**config.mk**
```make
export PLATFORM = sky130hd
export DESIGN_NAME = line_clear
export DESIGN_NICKNAME = d
export VERILOG_FILES = /design/src/rtl/tetris_pkg.sv /design/src/rtl/board_addr_gen.sv /design/src/rtl/line_clear.sv
export SDC_FILE = /design/constraint.sdc
export NUM_CORES = 1
export LEC_CHECK = 0
export BUFFER_PORTS_ARGS = -buffer_cell sky130_fd_sc_hd__buf_2
export CAP_MARGIN = 20
export CORE_ASPECT_RATIO = 0.7
export CORE_UTILIZATION = 55
export DETAILED_ROUTE_END_ITERATION = 16
export PLACE_DENSITY = 0.76
export SLEW_MARGIN = 20
export SYNTH_ARGS = -nofsm -noshare
export SYNTH_HDL_FRONTEND = slang
export SYNTH_SLANG_ARGS = --single-unit
export TNS_END_PERCENT = 100
```
**constraint.sdc**
```tcl
create_clock -name clk -period 3.3 [get_ports clk]
set_input_delay 0.66 -clock clk [delete_from_list [all_inputs] [get_ports clk]]
set_output_delay 0.66 -clock clk [all_outputs]
set_load 0.1 [all_outputs]
```
**src/rtl/tetris_pkg.sv**
```systemverilog
// Shared board geometry, colour, state and score definitions for the tetris board blocks.
// Latency: n/a (types, constants and pure functions only).
// Backpressure: n/a.
package tetris_pkg;

    localparam int BOARD_W  = 10;
    localparam int BOARD_H  = 20;
    localparam int COLOUR_W = 6;
    localparam int ADDR_W   = 8;

    // Column index, row index, and row index with a sign bit so dst can reach -1
    localparam int COL_W   = $clog2(BOARD_W);
    localparam int ROW_W   = $clog2(BOARD_H);
    localparam int DST_W   = ROW_W + 1;
    localparam int CYC_W   = $clog2(BOARD_W + 1);
    localparam int LINES_W = $clog2(BOARD_H + 1);

    localparam logic [ROW_W-1:0]    LAST_ROW = ROW_W'(BOARD_H - 1);
    localparam logic [COLOUR_W-1:0] EMPTY    = '0;

    localparam logic [15:0] SCORE_1 = 16'd40;
    localparam logic [15:0] SCORE_2 = 16'd100;
    localparam logic [15:0] SCORE_3 = 16'd300;
    localparam logic [15:0] SCORE_4 = 16'd1200;

    typedef enum logic [2:0] {
        ST_IDLE,
        ST_SCAN,
        ST_COPY_RD,
        ST_COPY_LATCH,
        ST_COPY_WR,
        ST_NEXT,
        ST_FILL,
        ST_DONE
    } lc_state_e;

    // Row-major cell address: y*BOARD_W + x
    function automatic logic [ADDR_W-1:0] cell_addr(input logic [COL_W-1:0] x,
                                                    input logic [ROW_W-1:0] y);
        return ADDR_W'(y) * ADDR_W'(BOARD_W) + ADDR_W'(x);
    endfunction

    // Points for one compaction; anything beyond four lines scores as four
    function automatic logic [15:0] score_for(input logic [LINES_W-1:0] n);
        logic [15:0] s;
        if (n == '0)                 s = 16'd0;
        else if (n == LINES_W'(1))   s = SCORE_1;
        else if (n == LINES_W'(2))   s = SCORE_2;
        else if (n == LINES_W'(3))   s = SCORE_3;
        else                         s = SCORE_4;
        return s;
    endfunction

endpackage

```
**src/rtl/board_addr_gen.sv**
```systemverilog
// Maps a board cell (x, y) to its RAM address.
// Latency: combinational.
// Backpressure: none.
module board_addr_gen
    import tetris_pkg::*;
(
    input  logic [COL_W-1:0]  x_i,
    input  logic [ROW_W-1:0]  y_i,
    output logic [ADDR_W-1:0] addr_o
);

    assign addr_o = cell_addr(x_i, y_i);

endmodule

```
**src/rtl/line_clear.sv**
```systemverilog
// Removes full board rows, shifts survivors down and zero-fills the top; optional score via LINE_CLEAR_SCORE_EN.
// Latency: per row W+2 scan cycles plus 3 per copied cell, then 1 per filled cell; complete pulses on DONE entry.
// Backpressure: none; enable low aborts to IDLE next cycle, completion waits for enable low before rearming.
module line_clear
    import tetris_pkg::*;
(
    input  logic                clk,
    input  logic                reset,
    input  logic                enable,
    input  logic [COLOUR_W-1:0] ram_q,
    output logic [ADDR_W-1:0]   ram_addr,
    output logic [COLOUR_W-1:0] ram_data,
    output logic                ram_wren,
    output logic [LINES_W-1:0]  lines_cleared,
    output logic                complete
`ifdef LINE_CLEAR_SCORE_EN
    ,
    output logic [15:0]         score
`endif
);

    lc_state_e           state_q;
    logic [ROW_W-1:0]    src_q;
    logic [DST_W-1:0]    dst_q;     // MSB set means dst = -1
    logic [LINES_W-1:0]  cnt_q;
    logic [COL_W-1:0]    ax_q;
    logic [ROW_W-1:0]    ay_q;
    logic [CYC_W-1:0]    cyc_q;     // scan cycle; ram_q holds cell cyc_q-1
    logic                full_q;
    logic [COLOUR_W-1:0] data_q;
    logic                wren_q;
    logic                complete_q;
    logic [LINES_W-1:0]  lines_q;

    logic                row_full_d;
    logic [LINES_W-1:0]  cnt_d;
    logic [DST_W-1:0]    dst_d;
    logic                last_x;
    logic                scan_end;
    logic                src_is_dst;
    logic                finish_d;

    // Address is always the registered (ax, ay) pair, so it is glitch-free toward the RAM
    board_addr_gen u_addr (
        .x_i    (ax_q),
        .y_i    (ay_q),
        .addr_o (ram_addr)
    );

    assign ram_data      = data_q;
    assign ram_wren      = wren_q;
    assign complete      = complete_q;
    assign lines_cleared = lines_q;

    assign row_full_d = full_q & (ram_q != EMPTY);
    assign cnt_d      = (cnt_q == LINES_W'(BOARD_H)) ? cnt_q : cnt_q + 1'b1;
    assign dst_d      = dst_q - 1'b1;
    assign last_x     = (ax_q == COL_W'(BOARD_W - 1));
    assign scan_end   = (cyc_q == CYC_W'(BOARD_W));
    assign src_is_dst = ({1'b0, src_q} == dst_q);
    assign finish_d   = enable &&
                        ((state_q == ST_NEXT && src_q == '0 && dst_q[DST_W-1]) ||
                         (state_q == ST_FILL && last_x && dst_q == '0));

    // Compaction FSM: scan bottom-up, copy survivors to dst, zero-fill what is left above dst
    always_ff @(posedge clk) begin
        if (reset) begin
            state_q    <= ST_IDLE;
            src_q      <= '0;
            dst_q      <= '0;
            cnt_q      <= '0;
            ax_q       <= '0;
            ay_q       <= '0;
            cyc_q      <= '0;
            full_q     <= 1'b0;
            data_q     <= EMPTY;
            wren_q     <= 1'b0;
            complete_q <= 1'b0;
            lines_q    <= '0;
        end else if (!enable) begin
            state_q    <= ST_IDLE;
            wren_q     <= 1'b0;
            complete_q <= 1'b0;
        end else begin
            wren_q     <= 1'b0;
            complete_q <= 1'b0;
            unique case (state_q)
                ST_IDLE: begin
                    state_q <= ST_SCAN;
                    src_q   <= LAST_ROW;
                    dst_q   <= {1'b0, LAST_ROW};
                    cnt_q   <= '0;
                    ax_q    <= '0;
                    ay_q    <= LAST_ROW;
                    cyc_q   <= '0;
                    full_q  <= 1'b1;
                end
                ST_SCAN: begin
                    cyc_q <= cyc_q + 1'b1;
                    if (!last_x) ax_q <= ax_q + 1'b1;
                    if (cyc_q != '0) full_q <= row_full_d;
                    if (scan_end) begin
                        if (row_full_d) begin
                            cnt_q   <= cnt_d;
                            state_q <= ST_NEXT;
                        end else if (src_is_dst) begin
                            dst_q   <= dst_d;
                            state_q <= ST_NEXT;
                        end else begin
                            ax_q    <= '0;
                            ay_q    <= src_q;
                            state_q <= ST_COPY_RD;
                        end
                    end
                end
                ST_COPY_RD: begin
                    state_q <= ST_COPY_LATCH;
                end
                ST_COPY_LATCH: begin
                    data_q  <= ram_q;
                    ay_q    <= dst_q[ROW_W-1:0];
                    wren_q  <= 1'b1;
                    state_q <= ST_COPY_WR;
                end
                ST_COPY_WR: begin
                    if (last_x) begin
                        dst_q   <= dst_d;
                        state_q <= ST_NEXT;
                    end else begin
                        ax_q    <= ax_q + 1'b1;
                        ay_q    <= src_q;
                        state_q <= ST_COPY_RD;
                    end
                end
                ST_NEXT: begin
                    if (src_q == '0) begin
                        if (dst_q[DST_W-1]) begin
                            lines_q    <= cnt_q;
                            complete_q <= 1'b1;
                            state_q    <= ST_DONE;
                        end else begin
                            ax_q    <= '0;
                            ay_q    <= dst_q[ROW_W-1:0];
                            data_q  <= EMPTY;
                            wren_q  <= 1'b1;
                            state_q <= ST_FILL;
                        end
                    end else begin
                        src_q   <= src_q - 1'b1;
                        ax_q    <= '0;
                        ay_q    <= src_q - 1'b1;
                        cyc_q   <= '0;
                        full_q  <= 1'b1;
                        state_q <= ST_SCAN;
                    end
                end
                ST_FILL: begin
                    if (last_x) begin
                        if (dst_q == '0) begin
                            lines_q    <= cnt_q;
                            complete_q <= 1'b1;
                            state_q    <= ST_DONE;
                        end else begin
                            dst_q  <= dst_d;
                            ay_q   <= dst_d[ROW_W-1:0];
                            ax_q   <= '0;
                            wren_q <= 1'b1;
                        end
                    end else begin
                        ax_q   <= ax_q + 1'b1;
                        wren_q <= 1'b1;
                    end
                end
                ST_DONE: begin
                end
                default: begin
                    state_q <= ST_IDLE;
                end
            endcase
        end
    end

`ifdef LINE_CLEAR_SCORE_EN
    logic [15:0] score_q;
    logic [16:0] score_sum_d;

    assign score_sum_d = {1'b0, score_q} + {1'b0, score_for(cnt_q)};
    assign score       = score_q;

    // Accumulate on the same edge that raises complete, saturating at all-ones
    always_ff @(posedge clk) begin
        if (reset) begin
            score_q <= '0;
        end else if (finish_d) begin
            score_q <= score_sum_d[16] ? 16'hFFFF : score_sum_d[15:0];
        end
    end
`else
    logic unused_finish;
    assign unused_finish = finish_d;
`endif

endmodule

```
==> flow_summary.json <==
{
  "postSynth.asyncResetShare": 0,
  "netlist_area_sq_um": 3160,
  "cts_root_buffer": "clkbuf_8",
  "cp_max_fo": 3,
  "ir_worst_vdd_mv": 0.225,
  "layout_common_cells": "50 x nor2_1, 46 x dfxtp_1, 27 x buf_2, 22 x a21oi_1, 21 x nand2_1",
  "drt_iter0_drc": 361,
  "vias_per_cell": 6.19,
  "vias": 2872,
  "critPathLaunchType": "register",
  "reg2reg_depth": 6,
  "yosysWarnings": 0,
  "synth_edf_count": 0,
  "setup_viol": 0,
  "drc": 0,
  "relSlewSlack": 0.496,
  "die_x_um": 92.5,
  "hold_viol_final": 0,
  "yosysTopAreaCell": "dfxtp_1",
  "synth_nets": 404,
  "synth_top_family_by_area": "compound AO/OA/AOI/OAI gates",
  "top_layer": "met4",
  "finalMaxSlewViolations": 0,
  "hold_ws_ns": 0.488,
  "powerDensity_nw_per_um2": 371,
  "synth_simple_gate_area_frac": 0.224,
  "n_antenna_cell": 0,
  "clockBufferDepth": 2,
  "leakagePower_nw": 1.39,
  "syn2layout_area_growth_pct": 9.08,
  "min_period_over_period": 0.968,
  "ios": 30,
  "synth-compound-area-share": 0.232,
  "final_common_cell": "nor2_1",
  "cp-end-kind": "primary output",
  "setup_ws_ns": 0.105,
  "arrival_ns": 2.54,
  "synth_ff_type": "dfxtp_1",
  "portBuffers": 29,
  "post-route-min-period_ns": 3.20,
  "layout.nets": 422,
  "clock_latency_ns": 0.32,
  "power_mw": 1.28,
  "ant_nets": 0,
  "place.gp.congestion": 0.951,
  "cp-startpoint": "ay_q[1]$_SDFFE_PP0P_",
  "rr_endpoint": "dst_q[4]$_SDFFE_PP0P_",
  "fmax_mhz": 313,
  "max_cap_violations": 0,
  "r2r-start": "state_q[0]$_SDFFE_PP0P_",
  "fp.dieH_um": 65.4,
  "synth_xor_area_frac": 0.0611,
  "hold_path_class": "register to register",
  "die_area_sq_um": 6050,
  "fin_skew_ns": 0.0131,
  "grt_overflow": 0,
  "clkTransAtPathRegs_ns": 0.10,
  "track_usage": 0.270,
  "wl_per_cell_um": 16.5,
  "fin_util": 0.641,
  "wl_met3_um": 742,
  "criticalPathCategory": "register to primary output",
  "layout.cells.non_filler": 464,
  "rsz0062_at_grt": "no",
  "placed_cells": 454,
  "grt_antenna_before_repair": 0,
  "syn_inst": 373,
  "placementRows": 22,
  "cts_buffers": 5,
  "run_status": "finished clean",
  "initial_utilization": 0.588,
  "cts_tree": "yes",
  "synthMuxAreaShare": 0.0226,
  "drt_first_pass_iters": 6,
  "avgSynthCellArea_sq_um": 8.46,
  "clock-sinks": 46,
  "nFillCells": 474,
  "required_ns": 2.64,
  "worst_pin_slew_ns": 0.755,
  "grt_first_pass_wirelength_um": 12600,
  "synthTopCellsByArea": "dfxtp_1 29%, ha_1 7.9%, nor2_1 5.9%",
  "finalWirelength_um": 7680,
  "core_area_sq_um": 5370,
  "rrSetupSlack_ns": 0.70,
  "m1WireLength_um": 3580,
  "h-tree-depth": 2,
  "ys_ff_latch": 46,
  "dp_hpwl_um": 5480,
  "endpoint": "ram_addr[7]",
  "synthAdderAreaFrac": 0.0920,
  "grt_pass1_vias": 2487,
  "dr_wl_met2_um": 3190,
  "drive_gt1_frac": 0.179,
  "synth_top_cell_area_share": 0.292,
  "dp_slack_ns": 0.271,
  "cts_hold_buf": 0,
  "grt_start_max_net_pins": 25,
  "synth_cell_types": 71,
  "ys_seq_area_frac": 0.292
}
metrics by stage:
| step | TNS (ns) | instance area [sq um] |
|---|---|---|
| finish | 0 | 3440 |
| detailed placement | 0 | 3280 |
| global placement | 0 | 3280 |
| global route | 0 | 3440 |
| floorplan | -0.0676 | 3180 |
| CTS | 0 | 3400 |
per-layer routing:
| metal | vias to the layer above | global-route usage |
|---|---|---|
| li1 | 1382 | - |
| met1 | 1323 | 0.393 |
| met2 | 141 | 0.394 |
| met3 | 26 | 0.0660 |
| met4 | 0 | 0.0742 |
| met5 | - | 0 |
worst min path at each step:
| stage | start | endpoint | cells past startpoint |
|---|---|---|---|
| 2_1_floorplan | ay_q[3]$_SDFFE_PP0P_ | ay_q[3]$_SDFFE_PP0P_ | 2 |
| 3_3_place_gp | ay_q[3]$_SDFFE_PP0P_ | ay_q[3]$_SDFFE_PP0P_ | 2 |
| 3_5_place_dp | lines_cleared[3]$_SDFFE_PP0P_ | lines_cleared[3]$_SDFFE_PP0P_ | 2 |
| 4_1_cts | ay_q[3]$_SDFFE_PP0P_ | ay_q[3]$_SDFFE_PP0P_ | 2 |
| 5_1_grt | ay_q[3]$_SDFFE_PP0P_ | ay_q[3]$_SDFFE_PP0P_ | 2 |
| 6_report | ay_q[3]$_SDFFE_PP0P_ | ay_q[3]$_SDFFE_PP0P_ | 2 |
state kept, by name, summed over array words and instances (netlist names):
signal and cells:
dst_q 6, cnt_q 5, full_q 1, ram_wren 1
cyc_q 4, src_q 5, lines_cleared 5, ay_q 5
state_q 3, ax_q 4, complete 1, ram_data 6
worst max-delay path: stages, from the launching register on:
cell and delay [ns]:
dfxtp_1 0.34, ha_1 0.31, ha_2 0.21, fa_2 0.40
xor2_4 0.19, o2111ai_4 0.16, xnor2_2 0.18, xnor2_2 0.22
buf_12 0.20
layout make-up:
type | instances | area [sq um] | share of cell area
clock buffer | 5 | 68.8 | 0.0200
sequential | 46 | 921 | 0.268
clock inverter | 3 | 23.8 | 0.00691
timing repair buffer | 33 | 193 | 0.0560
multi-input combinational | 284 | 2060 | 0.600
inverter | 21 | 81.3 | 0.0236
tap | 72 | 90.1 | 0.0262
synth_stat cells (all sizes together), types with 3 or more instances:
master,instances
xnor2,8
nor3,11
xor2,14
buf,17
a211oi,9
nand2,22
a21o,6
clkbuf,4
a21oi,22
nor2b,7
o221ai,3
nand3,10
a31o,3
o21ai,14
inv,20
nor3b,3
a22oi,8
and3b,5
mux2i,6
nand4,6
o211ai,5
dfxtp,46
a221oi,5
nor2,51
nand2b,6
ha,20
power by group:
part	total [mW]	internal, mW	switching (mW)
clock	0.369	0.152	0.217
combinational	0.302	0.101	0.202
sequential	0.606	0.572	0.0335
total	1.28	0.825	0.452
cell families after synthesis:
group	Yosys count
AO/OA/AOI/OAI	100
AND/OR/NAND/NOR	133
buffers and inverters	43
flip-flops	46
adder cells (fa/ha/maj)	22
XOR/XNOR	22
multiplexers	7
repair_timing:
| action | in CTS | in global routing |
|---|---|---|
| pin swaps | 2 | 4 |
| buffers inserted | 0 | 2 |
| setup endpoints to repair | 1 | 2 |
| resized for setup | 4 | 5 |
Power figures use the tool's default switching activity.
